--- config.mk ---
export PLATFORM = sky130hd
export DESIGN_NAME = fifo_wr_arbiter
export DESIGN_NICKNAME = d
export VERILOG_FILES = /design/src/rtl/fifo_wr_arbiter.sv
export SDC_FILE = /design/constraint.sdc
export NUM_CORES = 1
export LEC_CHECK = 0
export BUFFER_PORTS_ARGS = -buffer_cell sky130_fd_sc_hd__buf_4
export CELL_PAD_IN_SITES_DETAIL_PLACEMENT = 1
export CELL_PAD_IN_SITES_GLOBAL_PLACEMENT = 1
export CORE_ASPECT_RATIO = 1.2
export CORE_MARGIN = 10
export CORE_UTILIZATION = 26
export DETAILED_ROUTE_END_ITERATION = 8
export PLACE_DENSITY = 0.81
export RECOVER_POWER = 25
export SYNTH_ARGS = -nofsm -noshare
export SYNTH_HDL_FRONTEND = slang
export SYNTH_SLANG_ARGS = --single-unit
--- constraint.sdc ---
create_clock -name clock -period 1.7 [get_ports clock]
set_input_delay 0.34 -clock clock [delete_from_list [all_inputs] [get_ports clock]]
set_output_delay 0.34 -clock clock [all_outputs]
set_load 0.005 [all_outputs]
--- src/rtl/fifo_wr_arbiter.sv ---
// Round-robin burst arbiter for four byte-wide requesters sharing one FIFO write port.
// Define FIFO_WR_ARBITER_STATS_EN to add the saturating words_written counter.
module fifo_wr_arbiter #(
  parameter int BURST_LEN = 4
) (
  input  logic        clock,
  input  logic        rst,
  input  logic [3:0]  req,
  input  logic [31:0] req_data,
  input  logic        fifo_full,
  output logic [3:0]  gnt,
  output logic [3:0]  wr_ack,
  output logic        fifo_wr,
  output logic [7:0]  fifo_data_in
`ifdef FIFO_WR_ARBITER_STATS_EN
  ,
  output logic [15:0] words_written
`endif
);

  localparam int DATA_W = 8;
  localparam int CNT_W  = (BURST_LEN > 1) ? $clog2(BURST_LEN) : 1;
  localparam logic [CNT_W-1:0] CNT_LAST = CNT_W'(BURST_LEN - 1);

  typedef enum logic {IDLE, BURST} state_t;

  state_t           state, state_nxt;
  logic [1:0]       owner, owner_nxt;
  logic [1:0]       rr_ptr, rr_ptr_nxt;
  logic [CNT_W-1:0] cnt, cnt_nxt;
  logic [3:0]       gnt_nxt;
  logic [1:0]       pick;
  logic             pick_vld;
  logic             wr_en;
  logic             burst_done;

  // First requester at or after rr_ptr wins; scanning downward lets the nearest one overwrite.
  always_comb begin
    pick     = rr_ptr;
    pick_vld = 1'b0;
    for (int k = 3; k >= 0; k--) begin
      if (req[rr_ptr + 2'(k)]) begin
        pick     = rr_ptr + 2'(k);
        pick_vld = 1'b1;
      end
    end
  end

  assign wr_en      = (state == BURST) && req[owner] && !fifo_full;
  assign burst_done = (state == BURST) && ((wr_en && (cnt == CNT_LAST)) || !req[owner]);

  always_ff @(posedge clock) begin
    if (rst) begin
      state  <= IDLE;
      owner  <= 2'd0;
      rr_ptr <= 2'd0;
      cnt    <= '0;
      gnt    <= 4'd0;
    end else begin
      state  <= state_nxt;
      owner  <= owner_nxt;
      rr_ptr <= rr_ptr_nxt;
      cnt    <= cnt_nxt;
      gnt    <= gnt_nxt;
    end
  end

  always_comb begin
    state_nxt  = state;
    owner_nxt  = owner;
    rr_ptr_nxt = rr_ptr;
    cnt_nxt    = cnt;
    gnt_nxt    = gnt;
    if (state == IDLE) begin
      if (pick_vld && !fifo_full) begin
        state_nxt = BURST;
        owner_nxt = pick;
        gnt_nxt   = 4'b0001 << pick;
        cnt_nxt   = '0;
      end
    end else begin
      // A full FIFO stalls the burst: counter holds and the grant is kept.
      if (burst_done) begin
        state_nxt  = IDLE;
        rr_ptr_nxt = owner + 2'd1;
        gnt_nxt    = 4'd0;
        cnt_nxt    = '0;
      end else if (wr_en) begin
        cnt_nxt = cnt + CNT_W'(1);
      end
    end
  end

  always_comb begin
    fifo_wr      = wr_en;
    fifo_data_in = wr_en ? req_data[{owner, 3'b000} +: DATA_W] : '0;
    wr_ack       = gnt & {4{wr_en}};
  end

`ifdef FIFO_WR_ARBITER_STATS_EN
  function automatic logic [15:0] sat_inc16(input logic [15:0] v);
    return (v == 16'hFFFF) ? v : v + 16'd1;
  endfunction

  always_ff @(posedge clock) begin
    if (rst) begin
      words_written <= 16'd0;
    end else if (wr_en) begin
      words_written <= sat_inc16(words_written);
    end
  end
`endif

endmodule

# == Word level (Yosys, flattened, before mapping) ==
# Cells that the tools add are included.
# op_classes
n_addsub,5
magnitude_cmp,5
eq_ne,3
shift,2
muxes,29
bitwise_logic,2
reduce_logical,13
# ops
op,count
indexed part select 32 x 6 -> 8 bit,1
two-way mux 2 bit,8
less-than comparator 2 x 3 -> 1 bit (second input constant),5
two-way mux 1 bit,12
two-way mux 4 bit,3
binary-select mux 1 bit (select 2 bit),5
two-way mux 8 bit,1
AND reduction 2 bit,4
adder 2 x 1 -> 2 bit (second input constant),3
logical AND 1 bit,5
adder 2 bit (second input constant),2
bitwise AND 4 bit,1
<< shifter 1 x 2 -> 4 bit (first input constant),1
!= test 3 x 1 -> 1 bit (second input constant),1
== test 2 bit (second input constant),1
zero test 1 bit,2
!= test 2 x 1 -> 1 bit (second input constant),1
nonzero test 2 bit,1
logical OR 1 bit,1
inverter 1 bit,1
# word_totals
regBits,11
word_cells,64

# == Longest topological paths before layout ==
# depth
word_depth,10
mapped_depth,6
depth_no_buf,6

# == Least setup slack after synthesis ==
# OpenSTA, ideal clock, no wires.
# synth_path
kind,register to output
startpoint,register owner[0]
endpoint,output wr_ack[1]
arrival_ps,1445
required_time_ps,1360
setup_slack_ps,-85
path_stages_with_launch,5
n_path_buf,1
path_cell_list,dfxtp_1 mux4_2 and3b_1 clkbuf_1 and2_1
# synth_via
elab_chain_cells,5
# synth_lines
item,line,text
start: declaration,28,"logic [1:0] owner, owner_nxt;"
start signal: assignment,61,owner <= owner_nxt;
binary-select mux 1 bit (select 2 bit),49,assign wr_en = (state == BURST) && req[owner] && !fifo_full;
two-way mux 1 bit (not written as such),49,
logical AND 1 bit (2 in a row),49,
net fifo_wr,13,"output logic fifo_wr,"
bitwise AND 4 bit,97,wr_ack = gnt & {4{wr_en}};
end: declaration,12,"output logic [3:0] wr_ack,"
# The timed path passes the listed nets, and every way through them passes these cells. The select of a mux whose other input is x is not followed.

# == Worst setup path after layout ==
# layout_path
startpoint,register owner[0]
endpoint,output fifo_data_in[4]
# layout_via
elab_chain_cells,5
elab_cells_between_ends,6
# layout_lines
item,line,text
branches (longest 4 deep; another with indexed part select 32 x 6 -> 8 bit),n/a,
two-way mux 8 bit (*),96,"fifo_data_in = wr_en ? req_data[{owner, 3'b000} +: DATA_W] : '0;"
end: declaration,14,output logic [7:0] fifo_data_in
# Mark *: on every way between the ends. The select of a mux whose other input is x is not followed.

==> results by group <==
Global routing
  – Initial antenna violation count: 0
  – Largest net degree at the start of global routing: 12
  – Grt total ovfl: 0
  – GRT Total Usage: 13.15%
  – First-pass GRT wire length: 6065 µm
  – Vias in the first global route: 1151

Critical path
  – Startpoint Class: register
  – Max incr delay on CP: 0.55 ns
  – R2R Path Start: owner[0]
  – Critical-path cell list: mux4_2 > and3b_2 > and2_1 > buf_4
  – Crit. End Element: primary output
  – Worst Path Max Fanout: 7
  – Slowest cell on crit path: mux4_2
  – Origin of the worst setup path: owner[0]
  – Setup CP Type: reg -> out
  – Crit path arrival time: 1.77 ns
  – WP data required: about 1.4 ns

Timing
  – Max_slew headroom: 77.58%
  – Worst-Margin Slew: 0.3332 ns
  – Setup violators final: 18
  – Skew final: 0.01059 ns
  – Final slew viol count: 0
  – RSZ-0062 raised after global routing: true
  – Final Hold Fails: 0
  – Tcrit/Tclk final: 124.1%
  – Final worst slack: -0.4097 ns
  – Fin crit period: approximately 2.1 ns
  – Fmax: 474.0 MHz

Power and ir drop
  – Comb pwr share: 39.0%
  – Leakage: around 0.00069 µW
  – Power share of the clock group: 23.9%
  – Power Density: 504.4 nW/µm²
  – Peak supply drop: 0.2995 mV
  – Sw frac: 29.44%
  – Sequential Power Share: between 30% and 40%
  – Internal power: 549.0 µW
  – Switching Power: 229.1 µW

Die
  – Die Y: just over 80 µm
  – Core Region: roughly 3100 µm²
  – Die ar.: 5892 µm²
  – Row count: 22
  – Die width: 71.76 µm
  – Starting density of the core: between 20% and 30%
  – IO Count: 56

Synthesis
  – Sequential fraction of the synthesis area: 26.35%
  – Flops & latches, synth: 11
  – Mean Syn Cell Area: 9.498 µm²
  – Synth area leader: dfxtp_1
  – Commonest cells in the netlist: and2_1, dfxtp_1, mux4_2
  – Syn Inst Count: 88
  – Most frequent cell after synthesis: and2_1
  – EDFF count, synth: 0
  – Top cells by area, synth: dfxtp_1, mux4_2, and2_1
  – Synth Flop Type: dfxtp_1
  – Yosys top cell area share: 26.35%
  – Syn nets: 128
  – FFs w/ async S/R, synth: 0%
  – Distinct cell type count after synthesis: 30
  – Mapped Area: 835.8 µm²
  – Synthesis Warnings: 0

Drt
  – Wirelength per Cell: approximately 20 µm
  – Drt pass-1 iters: 4
  – Post-route ant nets: 0
  – DRT Wirelength: 3905 µm
  – DRC errors left: 0
  – Via density: approximately 5.4
  – Via count: roughly 1100
  – Initial DRC Count: 44

Clock tree
  – Longest Clk Path Bufs: 2
  – Clock latency on the worst-skew pair: roughly 0.28 ns
  – # clock sinks: 11
  – Hold buffers post-CTS: 0
  – Reg clk slew, reported paths: around 0.080 ns
  – Root buf cell: clkbuf_4
  – CTS H-tree depth: 1
  – CTS tree: done
  – CTS buffer count: 3

Placement
  – Pre-CTS setup slack: -0.2530 ns
  – Port Buffers: 55
  – Hpwl dp: approximately 3000 µm
  – GP Congestion: 0.7677
  – Placed instance area: 1376 µm²

Layout
  – Design Area, Final: 1543 µm²
  – Final nets: 202
  – Antenna cell count: 0
  – Area Overhead vs Synth: 84.58%
  – Ratio of cells with drive above 1 in the final layout: roughly 64%

Min path
  – Hold Crit Start: rst
  – Worst min-delay path class: in -> reg

Status
  – Failing checks: negative setup slack
  – Run status: finished with violations

Flow run
  – Max-cap viol count: 0
-- area by class of cell --
class                      instances  area (µm²)
clock buffer                       4       26.28
fill                             354        1540
tap                               36       45.04
sequential                        11       221.5
timing repair buffer              72       589.3
inverter                           3       11.26
multi-input combinational         71       649.4
-- cells by family (layout without fill, tap and decap cells) --
kind of cell               Yosys count  count (layout)  synth area share (%)
and+or+nand+nor                     38              39                 25.30
AOI/OAI and AO/OA                   20              20                 16.92
DFF                                 11              11                 26.35
muxes                               10              10                 25.60
buffers and inverters                7              79                 3.293
adders and majority gates            1               1                 1.497
xor gates and xnor gates             1               1                 1.048
-- through the flow --
step / cells / hold slack, ns / power [µW] / util [%] / setup TNS (ns)
finish: 197 / 0.3313 / 778.1 / 50.04 / -5.593
global route: 197 / 0.3405 / 826.9 / 50.04 / -6.788
CTS: 197 / 0.3150 / 770.6 / 48.34 / -5.557
detailed placement: 188 / 0.4752 / 566.1 / 44.64 / -3.484
global placement: 188 / 0.4620 / 549.9 / 44.64 / -2.280
floorplan: 88 / 0.4464 / 413.3 / - / -0.01421
-- what timing repair did --
item,in CTS,in global routing
buffers inserted,4,1
resized for setup,16,15
pin swaps,6,0
cloned,1,0
endpoints found under the setup margin,16,22
-- metal layers --
metal	part of all wire [%]	global-route usage (%)	vias up
met5	0	0	-
met4	2.4	5.426	0
met3	10	4.057	10
met2	49	24.47	69
met1	38	13.38	500
li1	-	-	478
-- cells in the final DEF (no fill, tap or decap), types with 3 or more instances in the layout --
cell type / count
buf_6: 13
a21oi_1: 8
and2_4: 11
clkbuf_4: 5
mux4_2: 9
dfxtp_1: 10
nor2_1: 6
inv_1: 3
buf_4: 57
nand2_1: 6
-- worst paths after layout --
kind | endpoint | slack, ns | depth (start not counted)
max reg2reg | cnt[0] | -0.28 | 6
min reg2reg | gnt[2] | 0.48 | 2
min | owner[0] | 0.33 | 2
max | fifo_data_in[4] | -0.41 | 4
-- state kept, by name, summed over array words and instances, names as in the netlist --
signal,flops
rr_ptr,2
cnt,2
owner,2
state,1
gnt,4
-- power groups by stage --
stage               Combinational (µW)  Sequential (µW)  Clock (µW)
floorplan                          124              290           0
global placement                   257              293           0
detailed placement                 273              294           0
CTS                                294              288         188
global route                       330              291         206
finish                             303              289         186
-- worst max-delay path: cells and delay by family, from the launching register on --
kind,cells,cell delay (ns)
flip-flops,1,0.36
multiplexers,1,0.55
buffers and inverters,1,0.13
AND/OR/NAND/NOR,2,0.44
Note: power is estimated with default switching activity, not from simulation.
